`src/rtl/parity_frame_serializer_if.sv`:
```
// Handshake and serial-stream bundle for parity_frame_serializer.
// master: the upstream word source that also watches the serial stream.
// slave : the serializer itself.
interface parity_frame_serializer_if #(
  parameter int DATA_W = 8
);
  logic              in_valid;
  logic              in_ready;
  logic [DATA_W-1:0] in_data;
  logic              ser_out;
  logic              ser_frame;
  logic              ser_first;
  logic              ser_last;
  logic [15:0]       frames_sent;

  modport master (
    output in_valid, in_data,
    input  in_ready, ser_out, ser_frame, ser_first, ser_last, frames_sent
  );

  modport slave (
    input  in_valid, in_data,
    output in_ready, ser_out, ser_frame, ser_first, ser_last, frames_sent
  );
endinterface

```
`src/rtl/parity_frame_serializer.sv`:
```
// Parallel-to-serial framer: shifts a DATA_W-bit word out LSB-first, then
// appends one parity bit (even when PARITY_ODD=0, odd when 1).
// Optional build macro PARITY_ERR_INJECT_EN adds an err_inject input that
// inverts the parity bit of the word accepted alongside it.
//
// state    | meaning
// ---------+------------------------------------------------------------
// S_IDLE   | no frame in flight, ready for a word
// S_DATA   | shifting data bits, idx_q = bit currently on ser_out
// S_PARITY | parity bit on ser_out, may accept the next word
module parity_frame_serializer #(
  parameter int DATA_W     = 8,
  parameter int PARITY_ODD = 0
) (
  input  logic clk,
  input  logic rstn,
`ifdef PARITY_ERR_INJECT_EN
  input  logic err_inject,
`endif
  parity_frame_serializer_if.slave bus
);

  localparam logic [1:0] S_IDLE   = 2'd0;
  localparam logic [1:0] S_DATA   = 2'd1;
  localparam logic [1:0] S_PARITY = 2'd2;

  localparam int                IDX_W    = (DATA_W > 1) ? $clog2(DATA_W) : 1;
  localparam logic [IDX_W-1:0]  IDX_LAST = IDX_W'(DATA_W - 1);
  localparam logic              ODD_BIT  = (PARITY_ODD != 0);

  logic [1:0]        state_q, state_d;
  logic [IDX_W-1:0]  idx_q, idx_d;
  logic [DATA_W-1:0] shreg_q, shreg_d;
  logic              par_q, par_d;
  logic [15:0]       frames_q, frames_d;
  logic              ser_out_q, ser_out_d;
  logic              ser_frame_q, ser_frame_d;
  logic              ser_first_q, ser_first_d;
  logic              ser_last_q, ser_last_d;

  logic in_ready_c;
  logic accept;
  logic inj;

`ifdef PARITY_ERR_INJECT_EN
  assign inj = err_inject;
`else
  assign inj = 1'b0;
`endif

  // Ready depends on state alone so upstream never sees a valid->ready loop.
  assign in_ready_c = (state_q == S_IDLE) || (state_q == S_PARITY);
  assign accept     = bus.in_valid && in_ready_c;

  // Next-state, datapath and next-cycle output decode.
  always_comb begin
    state_d     = state_q;
    idx_d       = idx_q;
    shreg_d     = shreg_q;
    par_d       = par_q;
    frames_d    = frames_q;
    ser_out_d   = 1'b0;
    ser_frame_d = 1'b0;
    ser_first_d = 1'b0;
    ser_last_d  = 1'b0;

    case (state_q)
      S_IDLE: ;
      S_DATA: begin
        if (idx_q == IDX_LAST) begin
          state_d = S_PARITY;
        end else begin
          idx_d   = idx_q + IDX_W'(1);
          shreg_d = shreg_q >> 1;
        end
      end
      S_PARITY: begin
        frames_d = frames_q + 16'd1;
        state_d  = S_IDLE;
      end
      default: state_d = S_IDLE;
    endcase

    // A new word overrides the PARITY->IDLE exit, giving gap-free frames.
    if (accept) begin
      state_d = S_DATA;
      idx_d   = '0;
      shreg_d = bus.in_data;
      par_d   = (^bus.in_data) ^ ODD_BIT ^ inj;
    end

    // Outputs are registered, so decode them from the state being entered.
    case (state_d)
      S_DATA: begin
        ser_out_d   = shreg_d[0];
        ser_frame_d = 1'b1;
        ser_first_d = (idx_d == '0);
      end
      S_PARITY: begin
        ser_out_d   = par_d;
        ser_frame_d = 1'b1;
        ser_last_d  = 1'b1;
      end
      default: ;
    endcase
  end

  // State and output registers; synchronous reset abandons any frame in flight.
  always_ff @(posedge clk) begin
    if (!rstn) begin
      state_q     <= S_IDLE;
      idx_q       <= '0;
      shreg_q     <= '0;
      par_q       <= 1'b0;
      frames_q    <= 16'd0;
      ser_out_q   <= 1'b0;
      ser_frame_q <= 1'b0;
      ser_first_q <= 1'b0;
      ser_last_q  <= 1'b0;
    end else begin
      state_q     <= state_d;
      idx_q       <= idx_d;
      shreg_q     <= shreg_d;
      par_q       <= par_d;
      frames_q    <= frames_d;
      ser_out_q   <= ser_out_d;
      ser_frame_q <= ser_frame_d;
      ser_first_q <= ser_first_d;
      ser_last_q  <= ser_last_d;
    end
  end

  assign bus.in_ready    = in_ready_c;
  assign bus.ser_out     = ser_out_q;
  assign bus.ser_frame   = ser_frame_q;
  assign bus.ser_first   = ser_first_q;
  assign bus.ser_last    = ser_last_q;
  assign bus.frames_sent = frames_q;

endmodule
```
`src/flat_wrapper.sv`:
```
// flat-port wrapper written by rule: the top's interface ports become plain ports
module parity_frame_serializer_flat 
#(
  parameter int DATA_W     = 8,
  parameter int PARITY_ODD = 0
)
  (clk, rstn, bus_in_valid, bus_in_data, bus_in_ready, bus_ser_out, bus_ser_frame, bus_ser_first, bus_ser_last, bus_frames_sent);
  parity_frame_serializer_if #(.DATA_W(DATA_W)) bus_i ();
  input  logic clk;
  input  logic rstn;
  input wire logic [$bits(bus_i.in_valid)-1:0] bus_in_valid;
  input wire logic [$bits(bus_i.in_data)-1:0] bus_in_data;
  output wire logic [$bits(bus_i.in_ready)-1:0] bus_in_ready;
  output wire logic [$bits(bus_i.ser_out)-1:0] bus_ser_out;
  output wire logic [$bits(bus_i.ser_frame)-1:0] bus_ser_frame;
  output wire logic [$bits(bus_i.ser_first)-1:0] bus_ser_first;
  output wire logic [$bits(bus_i.ser_last)-1:0] bus_ser_last;
  output wire logic [$bits(bus_i.frames_sent)-1:0] bus_frames_sent;
  assign bus_i.in_valid = bus_in_valid;
  assign bus_i.in_data = bus_in_data;
  assign bus_in_ready = bus_i.in_ready;
  assign bus_ser_out = bus_i.ser_out;
  assign bus_ser_frame = bus_i.ser_frame;
  assign bus_ser_first = bus_i.ser_first;
  assign bus_ser_last = bus_i.ser_last;
  assign bus_frames_sent = bus_i.frames_sent;
  parity_frame_serializer #(.DATA_W(DATA_W), .PARITY_ODD(PARITY_ODD)) u_core (.clk(clk), .rstn(rstn), .bus(bus_i));
endmodule
```
`config.mk`:
```
export PLATFORM = sky130hd
export DESIGN_NAME = parity_frame_serializer_flat
export DESIGN_NICKNAME = d
export VERILOG_FILES = /design/src/rtl/parity_frame_serializer_if.sv /design/src/rtl/parity_frame_serializer.sv /design/src/flat_wrapper.sv
export SDC_FILE = /design/constraint.sdc
export NUM_CORES = 1
export LEC_CHECK = 0
export ABC_CLOCK_PERIOD_IN_PS = 1300
export BUFFER_PORTS_ARGS = -buffer_cell sky130_fd_sc_hd__buf_2
export CAP_MARGIN = 20
export CORE_AREA = 2 2 69 71
export CTS_BUF_LIST = sky130_fd_sc_hd__clkbuf_8
export CTS_CLUSTER_DIAMETER = 30
export DETAILED_ROUTE_END_ITERATION = 10
export DIE_AREA = 0 0 71 73
export REMOVE_ABC_BUFFERS = 1
export SLEW_MARGIN = 20
export SYNTH_ARGS = -nofsm -noshare
export SYNTH_HDL_FRONTEND = slang
export SYNTH_SLANG_ARGS = --single-unit
```
`constraint.sdc`:
```
create_clock -name clk -period 1.3 [get_ports clk]
set_input_delay 0.26 -clock clk [delete_from_list [all_inputs] [get_ports clk]]
set_output_delay 0.26 -clock clk [all_outputs]
set_load 0.02 [all_outputs]
```
==> reports/results.txt, run 1 <==
Max capacitance violation total: 0
Post-DP HPWL: 2480 um
Via count: 1394
Worst R2R Setup Slack: -0.02 ns
CP Capture Type: flop
Worst-skew pair later-pin latency: 0.29 ns
Crit path kind: flop to flop
Hold_sp: bus_in_data[7]
Critical path data required time: 1.53 ns
Initial antenna violation count: 0
Detailed Routing Iterations Pass 1: 4
Synth unique cells: 30
Fillers: 440
Die Ht: 73 um
Register area: 672 sq um
GR Util All Layers: 0.141
Gr ovfl total: 0
Residual DRC: 0
Root buf cell: clkbuf_8
Clock Skews: 0.00362 ns
Largest family of logic cells by synthesized area: simple AND/OR/NAND/NOR gates
FMAX: 758 MHz
XOR/XNOR Fraction of Synth Area: 0.105
Worst vdd ir: 0.000583 V
Least-Margin Pin Slew: 0.262 ns
Final Hold Viols: 0
CTS max path bufs: 2
Worst setup SP type: flop
DRT iter0 DRCs: 50
Largest net degree at the start of global routing: 17
Outcome: finished with violations
CP Max Fanout: 3
Io pins: 32
Setup ws final: -0.0200 ns
R2R Path Start: u_core.bus.frames_sent[1]
Yosys warns: 0
Final Core Density: 0.465
Ratio of cells with drive above 1 in the final layout: 0.406
Final period utilization: 1.02
First-pass GRT wire length: 5650 um
Adder-cell share of the synthesized area: 0.0167
Buffers on Ports: 31
Core area: 4540 sq um
Mux cell area share after synthesis: 0.0209
Hold path cells: 3
WP data arrival: 1.55 ns
Critical Path Start: u_core.bus.frames_sent[1]
Worst slew margin: 0.825
Vias in the first global route: 1285
Number of diodes: 0
Pins over their slew limit: 0
Crit path time final: 1.32 ns
DR WL/cell: 12.1 um
Hold Path Class: input port to flop
Die X: 71 um
Total power: 2.09 mW
Worst R2R Path Depth: 5
Total CTS buffers: 5
Cell Rows: 25
Layout area overhead: 41.1%
Endpoints failing setup: 1
Yosys reg bits: 33
Largest area contributor in the synthesized netlist: dfxtp_1
Clock Sinks: 33
Top cells by area, synth: dfxtp_1, xor2_1, nor2_1
Synth top area share: 0.441
Post-DRT Antenna Nets: 0
Synth Area in Simple Gates: 0.277
Sequential area share after synthesis: 0.441
Failing checks: setup timing
Post-DR vias/cell: 4.93
Final GP Congestion: 0.732
Area occupied by multi-input gates: 858 sq um
Compound-Gate Fraction of Synth Area: 0.0970
# hold bufs at CTS: 0
RSZ-0062 raised after global routing: yes
PD cells: 991 nW/um^2
Avg Synthesized Cell Area: 8.85 sq um
Clk slew on worst S/H paths: 0.06 ns
Place WS: -0.0697 ns
Initial Util: 0.330
H-tree Lvls: 2
Synth Instances: 169
Mapped cell area: 1500 sq um
CTS tree: yes
Nets: 242
DRT Wirelength: 3430 um
Leakage dissipation: 0.926 nW
Die area: 5180 sq um
## worst paths after layout
check | end
setup / recovery | u_core.bus.frames_sent[14]
hold / removal | u_core.shreg_q[7]
setup reg to reg | u_core.bus.frames_sent[14]
hold reg to reg | u_core.idx_q[1]
## report_power, final
group | total, mW | internal (mW) | switching [mW]
combinational | 0.257 | 0.128 | 0.129
clock | 0.776 | 0.412 | 0.365
sequential | 1.06 | 1.04 | 0.0165
total | 2.09 | 1.58 | 0.510
## Yosys cell counts
cell	instances
dfxtp_1	33
nor2_1	20
nand2_1	19
nand3_1	12
a21oi_1	11
xor2_1	10
xnor2_1	8
a311oi_1	6
o21ai_0	6
buf_2	5
nand4_1	5
and4_1	4
or3_1	4
nor2b_1	3
and3_1	2
and4b_1	2
buf_1	2
buf_6	2
ha_1	2
mux2i_1	2
nand2b_1	2
a22oi_1	1
and2b_1	1
and3_2	1
inv_1	1
inv_2	1
mux2_2	1
nand4_4	1
nor4b_1	1
or2b_1	1
## registers in the layout (all words and copies together), names as in the netlist
signal,cells
u_core.par_q,1
u_core.bus.ser_first,1
u_core.idx_q,3
u_core.state_q,2
u_core.bus.frames_sent,16
u_core.shreg_q,7
u_core.bus.ser_out,1
u_core.bus.ser_frame,1
u_core.bus.ser_last,1
## layer usage
metal  vias to the layer above  global-route usage  routed length (um)
met5                         -                   0                   0
met4                         0              0.0629                  61
met3                         6              0.0552                 206
met2                        44               0.243                1620
met1                       630               0.154                1550
li1                        714                   -                   -
## placed cells by master (no fill, tap or decap), types with 3 or more instances in the layout
| cell type | n |
|---|---|
| a21oi_1 | 9 |
| a311oi_1 | 5 |
| buf_2 | 30 |
| buf_4 | 29 |
| clkbuf_8 | 6 |
| dfxtp_1 | 28 |
| dfxtp_2 | 3 |
| nand2_1 | 17 |
| nand3_1 | 10 |
| nand4_1 | 5 |
| nor2_1 | 20 |
| o21ai_0 | 6 |
| or3_1 | 4 |
| xnor2_1 | 8 |
| xor2_1 | 10 |
## what timing repair did
action	4_1_cts	5_1_grt
pin swaps	8	9
setup endpoints to repair	13	21
buffers inserted	0	1
resized for setup	11	19
## through the flow
stage / TNS [ns] / instances / hold slack, ns / instance area [sq um]
global placement: -0.346 / 275 / 0.459 / 1910
CTS: -0.0561 / 282 / 0.228 / 2030
global route: -0.531 / 283 / 0.257 / 2110
floorplan: -2.73 / 160 / 0.396 / 1440
finish: -0.0200 / 283 / 0.236 / 2110
detailed placement: -0.399 / 275 / 0.463 / 1910
## area by class of cell
type	instances	area share
Timing Repair Buffer	62	0.199
Tap cell	54	0.0320
Clock inverter	1	0.00178
Clock buffer	6	0.0391
Sequential cell	33	0.318
Inverter	2	0.00356
Multi-Input combinational cell	125	0.407
## worst max-delay path, cell delays in order (launching register included)
cell,delay [ns]
dfxtp_4,0.37
ha_4,0.13
and4b_2,0.26
nand2_1,0.07
or3_1,0.33
a21oi_2,0.11
## logic make-up (layout without fill, tap and decap cells)
logic type / after synthesis / after routing
simple gates: 78 / 78
fa+ha+maj: 2 / 2
compound gates: 24 / 24
mux: 3 / 3
flops: 33 / 33
buf+inv: 11 / 71
xor+xnor: 18 / 18
No activity file was read; power rests on OpenSTA's default activity.
==> run 2: changes to the inputs <==
--- a/config.mk
+++ b/config.mk
@@ -8,11 +8,12 @@
 export ABC_CLOCK_PERIOD_IN_PS = 1300
 export BUFFER_PORTS_ARGS = -buffer_cell sky130_fd_sc_hd__buf_2
 export CAP_MARGIN = 20
-export CORE_AREA = 2 2 69 71
+export CORE_AREA = 2 2 63 77
 export CTS_BUF_LIST = sky130_fd_sc_hd__clkbuf_8
 export CTS_CLUSTER_DIAMETER = 30
 export DETAILED_ROUTE_END_ITERATION = 10
-export DIE_AREA = 0 0 71 73
+export DIE_AREA = 0 0 65 79
+export GPL_ROUTABILITY_DRIVEN = 0
 export REMOVE_ABC_BUFFERS = 1
 export SLEW_MARGIN = 20
 export SYNTH_ARGS = -nofsm -noshare
==> reports/results.txt, run 2 (same netlist as run 1, synthesis figures left out) <==
Outcome: finished with violations
Failing checks: setup timing
FMAX: 737 MHz (-2.7%)
Die area: 5140 sq um (-0.93%)
Setup TNS: -0.112 ns (-0.0922 ns)
CTS max path bufs: 2 (unchanged)
Least-Margin Pin Slew: 0.253 ns (-0.00903 ns)
Worst vdd ir: 0.000474 V (-19%)
Commonest non-fill, non-tap cell in the layout: buf_2
Die Ht: 79 um (+8.2%)
Crit path time final: 1.36 ns (+0.0367 ns)
Root buf cell: clkbuf_8
Gr ovfl total: 0 (unchanged)
DR WL/cell: 12.2 um (+0.26%)
Commonest non-fill, non-tap cells in the layout: buf_2, buf_4, dfxtp_1, nor2_1, nand2_1
Crit path max-delay cell type: dfxtp_4
Post-DR vias/cell: 4.79 (-2.8%)
Sequential power share: 0.510 (+0.004)
Layout area overhead: 42.6%
Total CTS buffers: 5 (unchanged)
Core area: 4430 sq um (-2.4%)
DRT iter0 DRCs: 69 (+38%)
Clock Sinks: 33 (unchanged)
Pins over their slew limit: 0 (unchanged)
Worst setup SP type: flop
Endpoints failing setup: 4 (+3)
Worst-skew pair later-pin latency: 0.28 ns (about the same)
Max reg flops: 16 (unchanged)
PD cells: 979 nW/um^2 (-1.2%)
Place WS: -0.111 ns (-0.0416 ns)
Nets: 245 (+1.2%)
Post-DRT Antenna Nets: 0 (unchanged)
Net switching power: 502 uW (-1.6%)
Residual DRC: 0 (unchanged)
Hold Path Class: input port to flop
CTS tree: yes
Critical path data required time: 1.52 ns (about the same)
Worst slew margin: 0.829 (+0.00400)
Max capacitance violation total: 0 (unchanged)
RSZ-0062 raised after global routing: yes
Io pins: 32 (unchanged)
Leakage dissipation: 0.936 nW (+1.1%)
GR Util All Layers: 0.148 (+0.00734)
Slowest Stage Delay on Critical Path: 0.37 ns (about the same)
Delay-heaviest family, CP: simple AND/OR/NAND/NOR gates
Final Hold Viols: 0 (unchanged)
Cell Rows: 27 (+8.0%)
First-pass GRT wire length: 5930 um (+5.0%)
Crit path kind: flop to flop
Detailed Routing Iterations Pass 1: 4 (unchanged)
Clock power frac: 0.365 (-0.006)
DRT Wirelength: 3530 um (+2.7%)
Fin cells: 290 (+2.5%)
Largest net degree at the start of global routing: 19 (+2)
Int Pwr: 1.59 mW (+0.31%)
Inst Count DP: 280 (+1.8%)
Final Core Density: 0.482 (+0.0167)
Number of diodes: 0 (unchanged)
CP Capture Type: flop
H-tree Lvls: 2 (unchanged)
Ratio of cells with drive above 1 in the final layout: 0.422 (+0.0163)
Initial antenna violation count: 0 (unchanged)
CP Max Fanout: 3 (unchanged)
Die X: 65 um (-8.5%)
Final period utilization: 1.04 (+0.0282)
# hold bufs at CTS: 0 (unchanged)
Clk slew on worst S/H paths: 0.07 ns (about the same)
Area post-placement: 1910 sq um (unchanged)
Initial Util: 0.338 (+0.00821)
Buffers on Ports: 31 (unchanged)
Via count: 1389 (-0.36%)
Crit path buf inv count: 0 (unchanged)
Vias in the first global route: 1379 (+7.3%)
Comb pwr share: 0.125 (+0.002)
Post-DP HPWL: 2460 um (-1.0%)
WP data arrival: 1.58 ns (+0.03 ns)
Critical-path cell list: ha_4 > and4b_2 > nand2_2 > or3_4 > a21oi_2
Setup ws final: -0.0567 ns (-0.0367 ns)
Clock Skews: 0.00432 ns (+0.000708 ns)
Fin area: 2130 sq um (+1.1%)
Switch share: 0.240 (-0.00357)
## run 2: cell count changes in the layout (fill, tap and decap cells not counted), sizes merged
cell and delta:
buf +3
## run 2: area by class of cell
| class | instances | area [sq um] |
|---|---|---|
| clock inverter | 1 | 3.75 |
| multi-input combinational | 125 | 853 |
| clock buffer | 6 | 82.6 |
| sequential | 33 | 669 |
| timing repair buffer | 65 | 442 |
| fill | 432 | 2290 |
| tap | 58 | 72.6 |
| inverter | 2 | 10.0 |
## run 2: metal layers
metal	vias up	GRT usage	share of wire
met1	634	0.171	0.44
met3	8	0.0467	0.043
met4	0	0.0489	0.019
met5	-	0	0
met2	35	0.258	0.49
li1	712	-	-
## run 2: worst register-to-register path, cell delays in order, from the launching register on
cell and delay (ns):
dfxtp_4 0.37, ha_4 0.13, and4b_2 0.29, nand2_2 0.07, or3_4 0.34, a21oi_2 0.11
## run 2: what timing repair did
action / CTS / global route
gates resized for setup: 18 / 17
buffers inserted: 0 / 2
setup endpoints to repair: 19 / 20
cloned: 0 / 1
pin swaps: 11 / 11
## run 2: per-stage QoR
step                hold slack [ns]  total power [mW]
finish                        0.247              2.09
global route                  0.265              2.18
CTS                           0.224              2.11
detailed placement            0.461              1.32
global placement              0.453              1.32
floorplan                     0.396              1.22
## run 2: path summary, 6_finish.rpt
check,from,endpoint,slack (ns),cells after the start
worst max-delay path,u_core.bus.frames_sent[0],u_core.bus.frames_sent[14],-0.06,5
worst min-delay path,bus_in_data[7],u_core.shreg_q[7],0.25,3
worst max register to register,u_core.bus.frames_sent[0],u_core.bus.frames_sent[14],-0.06,5
worst min register to register,u_core.idx_q[1],u_core.idx_q[1],0.48,2
## run 2: power by group through the flow
stage / sequential (mW) / clock [mW] / combinational, mW
global route: 1.07 / 0.822 / 0.292
floorplan: 1.09 / 0 / 0.124
detailed placement: 1.09 / 0 / 0.238
finish: 1.07 / 0.762 / 0.262
CTS: 1.06 / 0.792 / 0.250
global placement: 1.09 / 0 / 0.237
